## src/rtl/userid_table_if.sv

```systemverilog
// Bus between the ID searcher/enrollment client and the user-ID table.
// Valid/ready rule: enroll_req is a level held with enroll_userid stable until the one-cycle enroll_ack; remove_req is a single-cycle strobe taken only while busy=0.
interface userid_table_if #(
  parameter int ADDR_W = 4,
  parameter int ID_W   = 16
);
  logic [ADDR_W-1:0] address;
  logic [ID_W-1:0]   userid;
  logic              entry_valid;
  logic              enroll_req;
  logic [ID_W-1:0]   enroll_userid;
  logic              enroll_ack;
  logic [1:0]        enroll_status;
  logic [ADDR_W-1:0] enroll_slot;
  logic              remove_req;
  logic [ADDR_W-1:0] remove_slot;
  logic              busy;
  logic [ADDR_W:0]   occupancy;
  logic [1:0]        fsm_state;

  modport master (
    output address, enroll_req, enroll_userid, remove_req, remove_slot,
    input  userid, entry_valid, enroll_ack, enroll_status, enroll_slot,
           busy, occupancy, fsm_state
  );

  modport slave (
    input  address, enroll_req, enroll_userid, remove_req, remove_slot,
    output userid, entry_valid, enroll_ack, enroll_status, enroll_slot,
           busy, occupancy, fsm_state
  );
endinterface

```

## src/rtl/userid_table.sv

```systemverilog
// Enrollable user-ID store: 2-cycle read port for the searcher, plus a scan/commit
// enrollment FSM and a remove strobe. Slot 0 is reserved and always reads empty.
module userid_table #(
  parameter int              ADDR_W        = 4,
  parameter int              ID_W          = 16,
  parameter logic [ID_W-1:0] EMPTY_PATTERN = {ID_W{1'b1}}
) (
  input logic           clk,
  input logic           reset,
  userid_table_if.slave bus
);
  localparam int                SLOTS     = 1 << ADDR_W;
  localparam logic [ADDR_W-1:0] LAST_SLOT = ADDR_W'(SLOTS - 1);
  localparam logic [1:0] ST_OK = 2'd0, ST_DUP = 2'd1, ST_FULL = 2'd2, ST_INVALID = 2'd3;

  typedef enum logic [1:0] {IDLE = 2'd0, SCAN = 2'd1, COMMIT = 2'd2, DONE = 2'd3} state_e;

  state_e            state_q, state_d;
  logic [ID_W-1:0]   mem_q [SLOTS];
  logic [SLOTS-1:0]  occ_q;
  logic [ADDR_W-1:0] addr_q;
  logic [ID_W-1:0]   userid_q;
  logic              valid_q;
  logic              ack_q, ack_d;
  logic [1:0]        status_q, status_d;
  logic [ADDR_W-1:0] slot_q, slot_d;
  logic [ADDR_W-1:0] scan_q, scan_d;
  logic              match_hit_q, match_hit_d;
  logic [ADDR_W-1:0] match_slot_q, match_slot_d;
  logic              free_hit_q, free_hit_d;
  logic [ADDR_W-1:0] free_slot_q, free_slot_d;
  logic [ADDR_W:0]   count_q, count_d;
  logic              wr_en, rm_en;

  always_ff @(posedge clk) begin
    if (!reset) state_q <= IDLE;
    else        state_q <= state_d;
  end

  always_comb begin
    state_d      = state_q;
    ack_d        = 1'b0;
    status_d     = status_q;
    slot_d       = slot_q;
    scan_d       = scan_q;
    match_hit_d  = match_hit_q;
    match_slot_d = match_slot_q;
    free_hit_d   = free_hit_q;
    free_slot_d  = free_slot_q;
    wr_en        = 1'b0;
    rm_en        = 1'b0;
    unique case (state_q)
      IDLE: begin
        // A remove strobe takes the edge; a pending enroll_req is accepted afterwards.
        if (bus.remove_req) begin
          rm_en = (bus.remove_slot != '0) && occ_q[bus.remove_slot];
        end else if (bus.enroll_req) begin
          if (bus.enroll_userid == EMPTY_PATTERN) begin
            state_d  = DONE;
            ack_d    = 1'b1;
            status_d = ST_INVALID;
            slot_d   = '0;
          end else begin
            state_d      = SCAN;
            scan_d       = ADDR_W'(1);
            match_hit_d  = 1'b0;
            match_slot_d = '0;
            free_hit_d   = 1'b0;
            free_slot_d  = '0;
          end
        end
      end
      SCAN: begin
        if (occ_q[scan_q] && (mem_q[scan_q] == bus.enroll_userid) && !match_hit_q) begin
          match_hit_d  = 1'b1;
          match_slot_d = scan_q;
        end
        if (!occ_q[scan_q] && !free_hit_q) begin
          free_hit_d  = 1'b1;
          free_slot_d = scan_q;
        end
        if (scan_q == LAST_SLOT) state_d = COMMIT;
        else                     scan_d  = scan_q + ADDR_W'(1);
      end
      COMMIT: begin
        state_d = DONE;
        ack_d   = 1'b1;
        if (match_hit_q) begin
          status_d = ST_DUP;
          slot_d   = match_slot_q;
        end else if (!free_hit_q) begin
          status_d = ST_FULL;
          slot_d   = '0;
        end else begin
          status_d = ST_OK;
          slot_d   = free_slot_q;
          wr_en    = 1'b1;
        end
      end
      DONE: state_d = IDLE;
      default: state_d = IDLE;
    endcase
  end

  always_comb begin
    count_d = count_q;
    if (wr_en)      count_d = count_q + (ADDR_W+1)'(1);
    else if (rm_en) count_d = count_q - (ADDR_W+1)'(1);
  end

  always_ff @(posedge clk) begin
    if (!reset) begin
      occ_q        <= '0;
      addr_q       <= '0;
      userid_q     <= EMPTY_PATTERN;
      valid_q      <= 1'b0;
      ack_q        <= 1'b0;
      status_q     <= ST_OK;
      slot_q       <= '0;
      scan_q       <= '0;
      match_hit_q  <= 1'b0;
      match_slot_q <= '0;
      free_hit_q   <= 1'b0;
      free_slot_q  <= '0;
      count_q      <= '0;
    end else begin
      // Read samples the pre-edge table, so a same-edge commit/remove returns old data.
      addr_q       <= bus.address;
      userid_q     <= occ_q[addr_q] ? mem_q[addr_q] : EMPTY_PATTERN;
      valid_q      <= occ_q[addr_q];
      ack_q        <= ack_d;
      status_q     <= status_d;
      slot_q       <= slot_d;
      scan_q       <= scan_d;
      match_hit_q  <= match_hit_d;
      match_slot_q <= match_slot_d;
      free_hit_q   <= free_hit_d;
      free_slot_q  <= free_slot_d;
      count_q      <= count_d;
      if (wr_en) occ_q[free_slot_q] <= 1'b1;
      if (rm_en) occ_q[bus.remove_slot] <= 1'b0;
    end
  end

  always_ff @(posedge clk) begin
    if (reset && wr_en) mem_q[free_slot_q] <= bus.enroll_userid;
  end

  assign bus.userid        = userid_q;
  assign bus.entry_valid   = valid_q;
  assign bus.enroll_ack    = ack_q;
  assign bus.enroll_status = status_q;
  assign bus.enroll_slot   = slot_q;
  assign bus.busy          = (state_q != IDLE);
  assign bus.occupancy     = count_q;
  assign bus.fsm_state     = state_q;
endmodule
```

## src/flat_wrapper.sv

```systemverilog
// flat-port wrapper written by rule: the top's interface ports become plain ports
module userid_table_flat 
#(
  parameter int              ADDR_W        = 4,
  parameter int              ID_W          = 16,
  parameter logic [ID_W-1:0] EMPTY_PATTERN = {ID_W{1'b1}}
)
  (clk, reset, bus_address, bus_enroll_req, bus_enroll_userid, bus_remove_req, bus_remove_slot, bus_userid, bus_entry_valid, bus_enroll_ack, bus_enroll_status, bus_enroll_slot, bus_busy, bus_occupancy, bus_fsm_state);
  userid_table_if #(.ADDR_W(ADDR_W), .ID_W(ID_W)) bus_i ();
  input logic clk;
  input logic reset;
  input wire logic [$bits(bus_i.address)-1:0] bus_address;
  input wire logic [$bits(bus_i.enroll_req)-1:0] bus_enroll_req;
  input wire logic [$bits(bus_i.enroll_userid)-1:0] bus_enroll_userid;
  input wire logic [$bits(bus_i.remove_req)-1:0] bus_remove_req;
  input wire logic [$bits(bus_i.remove_slot)-1:0] bus_remove_slot;
  output wire logic [$bits(bus_i.userid)-1:0] bus_userid;
  output wire logic [$bits(bus_i.entry_valid)-1:0] bus_entry_valid;
  output wire logic [$bits(bus_i.enroll_ack)-1:0] bus_enroll_ack;
  output wire logic [$bits(bus_i.enroll_status)-1:0] bus_enroll_status;
  output wire logic [$bits(bus_i.enroll_slot)-1:0] bus_enroll_slot;
  output wire logic [$bits(bus_i.busy)-1:0] bus_busy;
  output wire logic [$bits(bus_i.occupancy)-1:0] bus_occupancy;
  output wire logic [$bits(bus_i.fsm_state)-1:0] bus_fsm_state;
  assign bus_i.address = bus_address;
  assign bus_i.enroll_req = bus_enroll_req;
  assign bus_i.enroll_userid = bus_enroll_userid;
  assign bus_i.remove_req = bus_remove_req;
  assign bus_i.remove_slot = bus_remove_slot;
  assign bus_userid = bus_i.userid;
  assign bus_entry_valid = bus_i.entry_valid;
  assign bus_enroll_ack = bus_i.enroll_ack;
  assign bus_enroll_status = bus_i.enroll_status;
  assign bus_enroll_slot = bus_i.enroll_slot;
  assign bus_busy = bus_i.busy;
  assign bus_occupancy = bus_i.occupancy;
  assign bus_fsm_state = bus_i.fsm_state;
  userid_table #(.ADDR_W(ADDR_W), .ID_W(ID_W), .EMPTY_PATTERN(EMPTY_PATTERN)) u_core (.clk(clk), .reset(reset), .bus(bus_i));
endmodule
```

## config.mk

```make
export PLATFORM = sky130hd
export DESIGN_NAME = userid_table_flat
export DESIGN_NICKNAME = d
export VERILOG_FILES = /design/src/rtl/userid_table_if.sv /design/src/rtl/userid_table.sv /design/src/flat_wrapper.sv
export SDC_FILE = /design/constraint.sdc
export NUM_CORES = 1
export LEC_CHECK = 0
export BUFFER_PORTS_ARGS = -buffer_cell sky130_fd_sc_hd__buf_2
export CAP_MARGIN = 5
export CORE_MARGIN = 4
export CORE_UTILIZATION = 45
export CTS_CLUSTER_SIZE = 40
export DETAILED_ROUTE_END_ITERATION = 8
export HOLD_SLACK_MARGIN = 0.1
export MAX_ROUTING_LAYER = met4
export SETUP_SLACK_MARGIN = 0.02
export SLEW_MARGIN = 5
export SYNTH_ARGS = -nofsm -noshare
export SYNTH_HDL_FRONTEND = slang
export SYNTH_SLANG_ARGS = --single-unit
```

## constraint.sdc

```tcl
create_clock -name clk -period 3 [get_ports clk]
set_input_delay 0.3 -clock clk [delete_from_list [all_inputs] [get_ports clk]]
set_output_delay 0.3 -clock clk [all_outputs]
set_load 0.02 [all_outputs]
```

Yosys cells after proc, flatten, opt, wreduce, memory -nomap -nowiden:

Memories as Yosys holds them, arrays and structs flattened. A register that Yosys moved wholly into a read port is not among the register bits.
Index checks and enable logic that the tools add are counted.

* flip-flop bits (word level): 49
* bits in writable memories: 256
* bits of input ports: 28
* output and inout bits: 32
* word-level logic and storage cells: 127
* memories: 1

Memory list
* u_core.mem_q: words 16, bits a word 16, rd ports 2, clocked after Yosys merged registers in 2, wr ports 1, RTL line userid_table.sv:19 `logic [ID_W-1:0] mem_q [SLOTS];`

* add/subtract/negate cells: 3
* magnitude comparators: 6
* equality and inequality tests: 14
* mux-type cells: 64
* bitwise gates (word level): 3
* reduce and logical (&&, ||, !) cells: 23

Operator list (number)
* $mux W4: 16
* $mux W16: 3
* $pmux W4 S2: 4
* $lt A4 B5 Y1 const B: 4
* $mux W1: 20
* $mux W2: 9
* $and A16 B16 Y16: 1
* $eq A16 B16 Y1: 1
* $eq A16 B16 Y1 const B: 1
* $not A16 Y16: 1
* $or A16 B16 Y16: 1
* $reduce_and A5 Y1: 3
* $bmux W1 S4: 3
* $mux W5: 2
* $demux W1 S4: 2
* $ge A4 B1 Y1 const B: 2
* $ne A2 B1 Y1 const B: 4
* $ne A2 B2 Y1 const B: 4
* $pmux W2 S4: 1
* $reduce_bool A2 Y1: 4
* $logic_and A1 B1 Y1: 7
* $pmux W1 S2: 3
* $add A5 B1 Y5 const B: 1
* $sub A5 B1 Y5 const B: 1
* 11 further kinds: 15

Logic depth before layout (Yosys ltp):

Gate-level depths: netlist of the first run.

* word-level depth: 9
* mapped depth: 14
* mapped depth without buffers: 12

Worst setup path after synthesis of the first run:

OpenSTA, ideal clock, no wires.

* path kind: reg2reg
* from: reg u_core.state_q[1], in the netlist u_core.bus.fsm_state[1]
* to: mem u_core.mem_q[15][0] (enable)
* setup time: 0.412 ns
* data arrival time: 2.681 ns
* required time: 2.588 ns
* path slack: -0.092 ns
* cell stages (with the launch flop): 8
* period minus slack after synthesis: 3.092 ns
* path through: dfxtp_1 -> ha_1 -> clkbuf_1 -> nor2b_1 -> and2_1 -> clkbuf_1 -> nand2_1 -> nor3_1

* longest elaborated chain between the ends: 5

Ends and longest elaborated chain
* start: declaration: RTL line userid_table.sv:18 `state_e state_q, state_d;`
* start signal: assignment: RTL line userid_table.sv:37 `else state_q <= state_d;`
* $eq A2 B2 Y1: RTL line userid_table.sv:52 `unique case (state_q)`
* $mux W1: RTL line userid_table.sv:52
* $logic_and A1 B1 Y1: RTL line userid_table.sv:146 `if (reset && wr_en) mem_q[free_slot_q] <= bus.enroll_userid;`
* $mux W1: RTL line userid_table.sv:146
* $mux W1 (not written as such): RTL line userid_table.sv:146
* end: declaration: RTL line userid_table.sv:19

No other way between the ends.

==> metrics list, run 1 <==
- Number of search-and-repair iterations in the first detailed-routing pass: 5
* Fraction of synthesis flops using an asynchronous set or reset pin: 0%
- Across the VDD grid, the largest voltage drop is around 0.00054 V.
- Synth Register Bits: between 300 and 400
* # setup viols final: 0
- Dividing the synthesized area by the synthesized cell count gives between 15 and 20 µm².
* Global-route congestion overflow total: 0
- The worst hold path was traced through 2 stages.
* Classification of the worst-slack hold path: input pin to flip-flop
- The clock period could shrink to 2.894 ns.
- TritonCTS built the clock tree.
- The die is around 190 µm tall.
* Required time reported for the critical path endpoint: roughly 3.5 ns
* Arrival @ worst endpoint: 3.37 ns
* Total count of max-transition violations in the final report: 0
* Routability cong.: about 0.84
- The synthesized netlist devotes under 10% of its cell area to compound gates.
- The finished cells cover about 18000 µm².
- Entering global routing, the biggest net connects 66 pins.
- The synthesized netlist devotes less than 1% of its cell area to adder and majority cells.
- The biggest area contributor in the post-synthesis netlist is edfxtp_1.
- Latest clock arrival within the worst-skew pair: about 0.54 ns
- Rel. slew slack: approximately three fifths
- After detailed routing, the total wire length is 41000 µm.
* Clock root cell: clkbuf_16
- In the routed layout, each cell is associated on average with a via count of a little over 6.
* Post-synthesis xor/xnor area fraction: less than 1%
- For this configuration, the core starts out at a cell density of 45.78%.
- Die footprint: 37310 µm²
* PnR Total Power: 0.01103 W
- Setup repair after global routing could not meet its margin everywhere.
- Total global-route track usage: 23.31%
* Number of synthesis warnings: 0
* Synthesized instance count: approximately 920
- Maximum net fanout on the critical path: 32
- Dominant combinational cell family by area after synthesis: multiplexers
- Yosys mapped a number of flops with a built-in enable equal to between 200 and 300.
- Crit. End Element: flip-flop
* Cell Rows: between 60 and 70
- Summing all placed instances gives a cell area of about 17000 µm².
- Multiplexer share of the synthesized area: about a quarter
- At the end of the flow, the number of nets in the layout was about 1100.
- Type of the worst setup path: flip-flop to flip-flop
- In this run, CTS created clock tree buffers numbering 37.
- In this run, the number of DRC markers left after iteration 0 of detailed routing was 890.
- Fin Clk Skew: approximately 0.025 ns
* Number of primary I/O pins: 60
- After clock tree synthesis, the clock-pin slew on the worst setup and hold paths is approximately 0.060 ns.
- Share of the synthesized area in the top cell type: 49.83%
- The initial antenna violation count was 1.
- Dominant cells by area after synthesis: edfxtp_1 (50%), mux4_2 (21%), dfxtp_1 (9.0%)
- At the pin with the least slew margin, the transition time is between 0.6 and 0.7 ns.
* Via count of the first global-routing pass: 9465
- Final worst-path setup slack: approximately 0.11 ns
- Net Count, Synth: around 960
- For this design the static power due to leakage is around 6.0 nW.
- Relative area change from synthesis to final layout: 17.32%
- Timing analysis after detailed placement gives a worst setup slack of roughly 0.058 ns.
- Counting instances in the post-synthesis netlist gives the leading cell types as edfxtp_1 (256), mux4_2 (144), dfxtp_1 (69).
* Horizontal extent of the die: about 190 µm
- Dividing total power by cell area gives a power density of roughly 600 nW/µm².
- After detailed routing, the number of remaining DRC violations is 0.
* Maximum level of the CTS H-tree: 2
- Among all flip-flop cells after synthesis, the most frequent one is edfxtp_1.
* Final sum of negative setup slack: 0 ns
- Bufs on Longest Clock Path: 3
- Counting distinct cell types in the post-synthesis netlist gives 68.
- The mapped netlist covers roughly 15000 µm².
* First-pass GRT wire length: around 62000 µm
* HPWL after DPL: between 20000 and 30000 µm
- After Yosys synthesis, and, or, nand and nor cells account for just over 6% of the synthesized area.
- Depth of the most critical reg-to-reg path: 9
* Final hold violations: 0
- Portion of the clock cycle consumed by the worst path in the final layout: a little over nine tenths
* Startpoint of the most critical hold path: reset
- Wire length per cell: 26.92 µm
- Max-cap violations in this run came to 0.
- Once detail routing completed, the nets flagged for antenna violations numbered 0.
- Part of the Yosys area used for sequential elements: around 60%
* Vias after detailed routing: between 9000 and 10000
* Maximum achievable frequency: roughly 350 MHz
- Buffers added on ports: 59
- In the final layout, the share of cells above drive strength 1 is between 30% and 40%.
- Kind of launch point of the worst setup path: flip-flop
* Top-count cell post-synth: edfxtp_1
- Counting every sink on the clock net gives between 300 and 400.
- The flow ran to the end, and the final reports show no timing, DRC or antenna violations.
- Core region area: about 34000 µm²
## worst paths after layout
path,to,slack (ns)
hold / removal,u_core.bus.occupancy[2],0.13
hold reg to reg,u_core.bus.enroll_slot[0],0.48
setup / recovery,u_core.match_slot_q[2],0.11
setup reg to reg,u_core.match_slot_q[2],0.11
## timing repair
item | in CTS | in global routing
gates resized for setup | 0 | 8
endpoints found under the hold margin | 8 | 0
setup endpoints to repair | 0 | 5
hold buffers | 7 | 0
buffers inserted | 0 | 5
## cell usage in the layout, fill, tap and decap left out, types with 5 or more instances in the layout
cell,n
nand2b_1,7
a22oi_1,14
nor2b_1,15
buf_12,9
nor2_1,15
o21ai_0,17
clkbuf_16,37
nand3_1,14
nand4_1,8
mux4_1,8
a31oi_1,10
ha_1,7
dfxtp_1,62
bufinv_16,5
mux2i_1,51
buf_2,59
and2_1,13
buf_4,72
edfxtp_1,256
nor2_2,14
mux4_2,144
inv_1,13
dfxtp_4,5
clkinv_1,5
dlygate4sd3_1,7
a21oi_1,31
or2_2,16
xnor2_1,6
xor2_1,8
clkbuf_1,10
nand2_1,42
## sequential cells by signal, indices dropped and copies added (netlist names), 4 cells and up, named ones only
register / flops
u_core.addr_q: 4
u_core.bus.enroll_slot: 4
u_core.bus.occupancy: 5
u_core.bus.userid: 16
u_core.free_slot_q: 4
u_core.match_slot_q: 4
u_core.mem_q: 256
u_core.occ_q: 16
u_core.scan_q: 4
## routing by layer
metal  track usage (%)  routed length [µm]  vias to the layer above
met3             3.547                2789                       58
li1                  -                   -                     4043
met1             31.86               17130                     4884
met5                 -                   0                        -
met4             6.046                1006                        0
met2             37.26               20080                      373
## final cells by class
cell class	instances	area, µm²
Fill cell	2749	15600
Sequential cell	325	9090
Multi-Input combinational cell	520	6066
Timing Repair Buffer	147	1086
Clock buffer	49	991.0
Tap cell	448	560.5
Clock inverter	19	250.2
Inverter	14	52.55
Antenna cell	1	2.502
## power by group
| group | switching [W] | internal, W |
|---|---|---|
| Sequential | 0.0000866 | 0.00491 |
| Combinational | 0.000782 | 0.000690 |
| Clock | 0.00179 | 0.00277 |
| Total | 0.00266 | 0.00837 |
## cell families (layout without fill, tap and decap cells)
family                   after synthesis  after routing
AND/OR/NAND/NOR                      176            176
other                                  0              1
multiplexers                         208            208
XOR/XNOR                              15             15
AO/OA/AOI/OAI                        113            113
adder cells (fa/ha/maj)                8              8
buffers and inverters                 78            229
flip-flops                           325            325
## worst max-delay path, cell delays in order, from the launching register on
cell and delay, ns:
dfxtp_4 0.38, buf_12 0.24, mux4_1 0.57, mux2i_1 0.23, o32ai_1 0.19, nor4_2 0.32, nand2_1 0.12, or3_4 0.42
nor3_1 0.21, o31a_1 0.14
## metrics by stage
stage	cells	utilization (%)	hold WS [ns]
2_1_floorplan	923	-	0.3989
3_3_place_gp	1442	49.57	0.4704
3_5_place_dp	1442	49.57	0.4733
4_1_cts	1517	53.46	0.1161
5_1_grt	1523	53.71	0.1296
6_report	1523	53.71	0.1253
Note: power is estimated with default switching activity, not from simulation.
==> inputs of run 2 (changes only) <==
==> constraint.sdc (replaced) <==
create_clock -name clk -period 3 [get_ports clk]
set_input_delay 0.15 -clock clk [delete_from_list [all_inputs] [get_ports clk]]
set_output_delay 0.15 -clock clk [all_outputs]
set_load 0.02 [all_outputs]
==> run 2 against run 1 <==
- register-to-register slack better by 0.02 ns
- power is 1.4% lower
- critical path depth is 1 higher
- sequential power hardly changed
- clock skew is 0.0051 ns higher
- combinational power is 5% higher
- global-route usage is 0.097 points lower
- design area is 1.1% higher
- maximum frequency is 0.74% higher
- hold slack better by 0.00083 ns
- non-clock buffer count is 21 higher
- clock power is 4.8% lower
- critical path type unchanged
- largest power group unchanged
==> metrics list, run 2 (same netlist as run 1, synthesis figures left out) <==
- Run status: completed
* Crit. End Element: flip-flop
* HPWL after DPL: 26950 µm (-1.1%)
- The setup total negative slack was 0 ns (unchanged).
- Maximum level of the CTS H-tree: 2 (unchanged)
- Minimum period implied by the final worst setup slack: 2.873 ns (-0.02130 ns)
- Highest ir drop seen on vdd: 0.0004199 V (-22%)
* Least-Margin Pin Slew: 0.5971 ns (-0.01623 ns)
- Per-cell via count in the routed design: 6.067 (-1.3%)
- The global placer's final weighted congestion came to 0.8397 (about the same).
* Maximum net fanout on the critical path: 7 (-78%)
* Die footprint: 37310 µm² (unchanged)
- The final standard cell utilization of the core came to 54.30% (+0.60 points).
* Diodes inserted: 0 (-1)
* Power dissipated by switching net loads: 0.002675 W (+0.43%)
* Clock root cell: clkbuf_16
* Classification of the worst-slack hold path: input pin to flip-flop
* Wire length per cell: 26.91 µm (about the same)
- Required time reported for the critical path endpoint: 3.42 ns (-0.06 ns)
- The I/O pin count was 60 (unchanged).
- The number of placement rows came to 67 (unchanged).
- CTS Sinks: 325 (unchanged)
* Total count of max-transition violations in the final report: 0 (unchanged)
- On the critical path, the stage with the largest delay is an instance of mux4_2.
* Via count of the first global-routing pass: 9654 (+2.0%)
- TritonCTS buffer count: 38 (+2.7%)
- Leaving out fill and tap cells, the most frequent cell in the layout is edfxtp_1.
- The flip-flop count of the largest register after layout was 256 (unchanged).
* Layout cells sized above 1: 36.41% (-0.65 points)
* Combinational group share of total power: 14.3% (+1.0 points)
- Relative area change from synthesis to final layout: 18.62%
* Type of the worst setup path: flip-flop to flip-flop
* Final net count: 1103 (+2.0%)
- TritonCTS built the clock tree.
- The max capacitance violation total came to 0 (unchanged).
- RSZ-0062 raised after global routing: no
* Buffers added on ports: 59 (unchanged)
* Placed cell count: 1438 (-0.28%)
* Initial antenna violation count: 0 (-1)
* Horizontal extent of the die: 193.2 µm (unchanged)
- Total Wirelength: 41560 µm (+1.4%)
- The maximum buffer depth of the clock tree came to 3 (unchanged).
* Core region area: 33700 µm² (unchanged)
- The fill cell total of the finished layout was 2735 (-0.51%).
* Crit path buffers/inverters: 2 (+1)
- Filler-free cell count of the finished design: 1544 (+1.4%)
- The clock latency of the later-clocked register in the worst-skew pair is 0.53 ns (about the same).
- Fin Clk Skew: 0.02974 ns (+0.005098 ns)
* Kind of launch point of the worst setup path: flip-flop
- The antenna violation net count after detailed routing is 0 (unchanged).
- The internal cell power is 0.008204 W (-2.0%).
- The total of endpoints with negative setup slack in the final report was 0 (unchanged).
- The total DRC errors in the routed layout is 0 (unchanged).
* Power density normalized to cell area: 594.5 nW/µm² (-2.5%)
- Critical path's top delay family: compound AO/OA/AOI/OAI gates
- The height of the chip was 193.2 µm (unchanged).
- Hold_ws: 0.1261 ns (+0.0008320 ns)
* Max incr delay on CP: 0.52 ns (-0.05 ns)
- The top cell types in the final layout, fill and taps aside, are edfxtp_1 (256), mux4_2 (144), buf_4 (67).
- The share of total power in the clock network is 40.0% (-1.4 points).
* Clock transition at path regs: 0.06 ns (about the same)
* Global-route congestion overflow total: 0 (unchanged)
- Final hold violations: 0 (unchanged)
- The global-route total usage across every layer is 23.21% (-0.097 points).
* Rel. slew slack: 60.09% (+1.1 points)
* Effective utilization at floorplan: 45.78% (unchanged)
- The wire length of the first global-routing pass came to 61560 µm (-0.41%).
- Proportion of power drawn by flip-flops and latches: 45.7% (+0.5 points)
* Vias after detailed routing: 9367 (+0.096%)
- Worst-path cell chain: buf_12 > mux4_2 > mux2i_4 > xor2_2 > o2111ai_2 > a222oi_1 > buf_4 > and2_1 > a21oi_1 > o31a_1
- The count of TritonRoute iterations in the first routing pass came to 7 (+2).
- The violation count after the first detailed-routing iteration was 833 (-6.4%).
- Pin count of the biggest net entering global routing: 66 (unchanged)
* Portion of the clock cycle consumed by the worst path in the final layout: 95.77% (-0.71 points)
- The arrival time reported for the critical path endpoint came to 3.30 ns (-0.07 ns).
- The highest achievable clock rate is 348.1 MHz (+0.74%).
* Register with the most flip-flops: u_core.mem_q
* Leak Pwr: 6.050 nW (+1.6%)
- Switching fraction of total power: 24.59% (+0.45 points)
run 2: cell count changes in the layout (fill, tap and decap cells not counted), sizes merged:
cell / previous run / this run
diode: 1 / 0
buf: 140 / 138
clkinv: 9 / 17
clkbuf: 49 / 48
clkinvlp: 4 / 2
bufinv: 5 / 2
dlygate4sd3: 7 / 29
run 2: path summary, 6_finish.rpt:
kind                                                 from                   endpoint  slack, ns  depth (start not counted)
worst max-delay path                            flip-flop     u_core.match_slot_q[1]       0.13                         10
worst min register to register  u_core.bus.enroll_slot[2]  u_core.bus.enroll_slot[2]       0.48                          2
worst max register to register                  flip-flop     u_core.match_slot_q[1]       0.13                         10
worst min-delay path                       bus_remove_req      u_core.bus.enroll_ack       0.13                          4
run 2: routing by layer:
layer  global-route usage, %  wire [µm]  share of wire, %  up-vias
met5                       -          0                 0        -
met4                   7.081       1149               2.8        0
met3                   4.087       2719               6.5       76
met2                   36.89      20360                49      390
met1                   31.05      17330                42     4821
li1                        -          -                 -     4080
run 2: power by group through the flow:
stage | registers (W) | clock network (W) | logic, W
global placement | 0.00510 | 0 | 0.00139
floorplan | 0.00506 | 0 | 0.000984
CTS | 0.00497 | 0.00444 | 0.00153
detailed placement | 0.00510 | 0 | 0.00140
global route | 0.00498 | 0.00464 | 0.00168
finish | 0.00497 | 0.00435 | 0.00155
run 2: area by class of cell:
cell class | instances | area [µm²] | area share [%]
flip-flops and latches | 325 | 9090 | 49.67
multi-input cells | 520 | 6076 | 33.20
repair buffers | 168 | 1353 | 7.391
clock buffers | 47 | 1006 | 5.497
well taps | 448 | 560.5 | 3.063
clock inverters | 22 | 162.7 | 0.8888
inverters | 14 | 52.55 | 0.2872
run 2: metrics by stage:
stage	instance area (µm²)	setup slack [ns]	total power (W)
6_report	18300	0.1270	0.01088
5_1_grt	18300	0.04149	0.01130
4_1_cts	18200	0.06766	0.01094
3_5_place_dp	16670	0.01064	0.006505
3_3_place_gp	16670	0.08030	0.006490
2_1_floorplan	15430	-0.09227	0.006045
run 2: timing repair:
action / 4_1_cts / 5_1_grt
hold buffers: 29 / 0
endpoints found under the setup margin: 3 / 4
endpoints found under the hold margin: 261 / 0
setup buffers: 5 / 2
gates resized for setup: 0 / 12
pin swaps: 0 / 3
cloned: 0 / 1
run 2: tightest hold or removal path, stage by stage:
cell,delay (ns)
buf_2,0.10
nand2b_1,0.15
nor2_1,0.06
o21a_1,0.15
==> inputs of run 3 (changes only) <==
--- a/config.mk
+++ b/config.mk
@@ -11,6 +11,8 @@
 export CORE_UTILIZATION = 45
 export CTS_CLUSTER_SIZE = 40
 export DETAILED_ROUTE_END_ITERATION = 8
+export GPL_ROUTABILITY_DRIVEN = 0
+export GPL_TIMING_DRIVEN = 1
 export HOLD_SLACK_MARGIN = 0.1
 export MAX_ROUTING_LAYER = met4
 export SETUP_SLACK_MARGIN = 0.02
==> constraint.sdc (replaced) <==
create_clock -name clk -period 3 [get_ports clk]
set_input_delay 0.45 -clock clk [delete_from_list [all_inputs] [get_ports clk]]
set_output_delay 0.45 -clock clk [all_outputs]
set_load 0.02 [all_outputs]
==> run 3 against run 2 <==
- design area is 1.6% lower
- largest cell class unchanged
- clock skew is 0.0033 ns higher
- die area stayed put
- maximum frequency hardly changed
- first-iteration DRC count is 5.5% higher
==> metrics list, run 3 (same netlist as run 1, synthesis figures left out) <==
* Bufs on Longest Clock Path: 3 (unchanged)
- The switching portion of total power came to 24.62% (+0.032 points).
* Max-cap violations: 0 (unchanged)
* Setup Slack @ Placement: 0.04020 ns (+0.02956 ns)
- Residual DRC count: 0 (unchanged)
- The maximum clock skew at final layout was 0.03303 ns (+0.003289 ns).
- The clock latency of the later-clocked register in the worst-skew pair came to 0.54 ns (about the same).
- The library cell used most frequently in the layout, excluding fill and tap cells, is edfxtp_1.
- The via density per instance is 6.092 (+0.42%).
* Minimum period implied by the final worst setup slack: 2.876 ns (+0.002536 ns)
* Vias after detailed routing: 9297 (-0.75%)
- TritonCTS clock tree: yes
- Die footprint: 37310 µm² (unchanged)
- Relative area change from synthesis to final layout: 16.72%
- Pin count of the biggest net entering global routing: 41 (-38%)
- The arrival time reported for the critical path endpoint was 3.30 ns (about the same).
- The count of final hold-check violations is 0 (unchanged).
* Combinational group share of total power: 14.0% (-0.3 points)
- The CTS buffer count is 38 (unchanged).
* Total Wirelength: 41560 µm (about the same)
- Counting flops per register, the top entry is u_core.mem_q.
- The headroom to the max-slew limit was 63.27% (+3.2 points).
- Required time reported for the critical path endpoint: 3.42 ns (about the same)
* Total count of max-transition violations in the final report: 0 (unchanged)
- Setup repair after global routing could not meet its margin everywhere.
- The violation count after the first detailed-routing iteration is 879 (+5.5%).
- The total grt overflow is 0 (unchanged).
* Layout cells sized above 1: 37.60% (+1.2 points)
- The wire length of the first global-routing pass was 61180 µm (-0.62%).
- Most frequent cells in the layout: edfxtp_1 (256), mux4_2 (144), buf_4 (79)
- The global-route total usage across every layer came to 23.20% (about the same).
* Internal power of the cells: 0.008083 W (-1.5%)
- Maximum net fanout on the critical path: 5 (-2)
* Number of flip-flops under the largest register name: 256 (unchanged)
* Initial antenna violation count: 1 (+1)
- Final design utilization: 53.43% (-0.87 points)
* # setup viols final: 0 (unchanged)
* Buffers added on ports: 59 (unchanged)
* CTS Sinks: 325 (unchanged)
- The portion of the clock cycle consumed by the worst path in the final layout is 95.85% (about the same).
* Highest ir drop seen on vdd: 0.0005348 V (+27%)
- Kind of launch point of the worst setup path: flip-flop
- Power density normalized to cell area: 595.5 nW/µm² (+0.17%)
* Final ANT Viol Nets: 0 (unchanged)
- Crit. End Element: flip-flop
- Final net count: 1084 (-1.7%)
- Type of the worst setup path: flip-flop to flip-flop
- Cell Rows: 67 (unchanged)
* Clock share of power: 39.4% (-0.6 points)
- Proportion of power drawn by flip-flops and latches: 46.6% (+0.9 points)
- The initial standard-cell utilization of the core was 45.78% (unchanged).
- In this run the worst hold path is classified as input pin to flip-flop.
* Horizontal extent of the die: 193.2 µm (unchanged)
* Wire length per cell: 27.23 µm (+1.2%)
- The static leakage is 5.944 nW (-1.8%).
- The count of TritonRoute iterations in the first routing pass came to 5 (-2).
- Floorplan die height: 193.2 µm (unchanged)
- The clock edge transition at the registers on the reported setup and hold paths is 0.05 ns (about the same).
* Via count of the first global-routing pass: 9372 (-2.9%)
- In this run the clock root is driven by a clkbuf_16.
- Maximum level of the CTS H-tree: 2 (unchanged)
- The highest achievable clock rate is 347.8 MHz (about the same).
* Number of primary I/O pins: 60 (unchanged)
- The post-detailed-placement half-perimeter wirelength is 27810 µm (+3.2%).
- Final worst-path setup slack: 0.1245 ns (-0.002536 ns)
- The net switching power was 0.002640 W (-1.3%).
* Core region area: 33700 µm² (unchanged)
- The flow ran to the end, and the final reports show no timing, DRC or antenna violations.
- The slew at the pin with the worst max-slew slack is 0.5496 ns (-0.04753 ns).
run 3: cell count changes in the layout (fill, tap and decap cells not counted), sizes merged:
cell         delta
clkinv          -6
dlygate4sd3    -29
clkbuf          +8
inv             +1
buf            +11
clkinvlp        -2
diode           +1
bufinv          -2
run 3: path summary, 6_finish.rpt:
check	from	endpoint	slack (ns)	depth (start not counted)
hold reg to reg	u_core.bus.enroll_slot[3]	u_core.bus.enroll_slot[3]	0.48	2
setup reg to reg	flip-flop	u_core.match_slot_q[2]	0.12	10
setup / recovery	flip-flop	u_core.match_slot_q[2]	0.12	10
hold / removal	bus_address[1]	u_core.addr_q[1]	0.12	2
run 3: final cells by class:
class | instances | area [µm²]
antenna | 1 | 2.502
sequential | 325 | 9090
multi-input combinational | 520 | 6072
fill | 2796 | 15690
inverter | 14 | 52.55
clock buffer | 56 | 1070
tap | 448 | 560.5
timing repair buffer | 149 | 1091
clock inverter | 13 | 68.82
run 3: power by group through the flow:
| stage | Sequential (W) | Clock, W | Combinational, W |
|---|---|---|---|
| floorplan | 0.00506 | 0 | 0.000984 |
| global placement | 0.00511 | 0 | 0.00142 |
| detailed placement | 0.00511 | 0 | 0.00144 |
| CTS | 0.00501 | 0.00433 | 0.00144 |
| global route | 0.00501 | 0.00453 | 0.00162 |
| finish | 0.00499 | 0.00422 | 0.00151 |
run 3: timing repair:
action,CTS,global route
hold buffers,0,0
endpoints found under the setup margin,0,6
gates resized for setup,0,12
buffers inserted,0,6
run 3: per-stage QoR:
step	power, W	std cells	TNS, ns	hold WS [ns]	cell area (µm²)
floorplan	0.006045	923	-2.953	0.4574	15430
global placement	0.006528	1450	0	0.4689	16760
detailed placement	0.006542	1450	0	0.4732	16760
CTS	0.01078	1519	0	0.1034	17900
global route	0.01115	1526	0	0.1245	18010
finish	0.01072	1526	0	0.1202	18010
run 3: layer usage:
layer	vias up	wire length, µm	GRT usage (%)	share of wire [%]
met4	0	1054	6.046	2.5
met5	-	0	-	0
li1	4046	-	-	-
met1	4807	17170	30.96	41
met3	70	2731	4.141	6.6
met2	374	20610	37.43	50
run 3: critical path, stage by stage (launching register included):
cell       delay [ns]
dfxtp_4          0.44
buf_6            0.16
mux4_2           0.51
mux2i_1          0.18
xor2_1           0.26
o2111ai_2        0.18
a222oi_1         0.33
buf_4            0.19
and2_4           0.15
a21oi_1          0.07
o31a_1           0.29
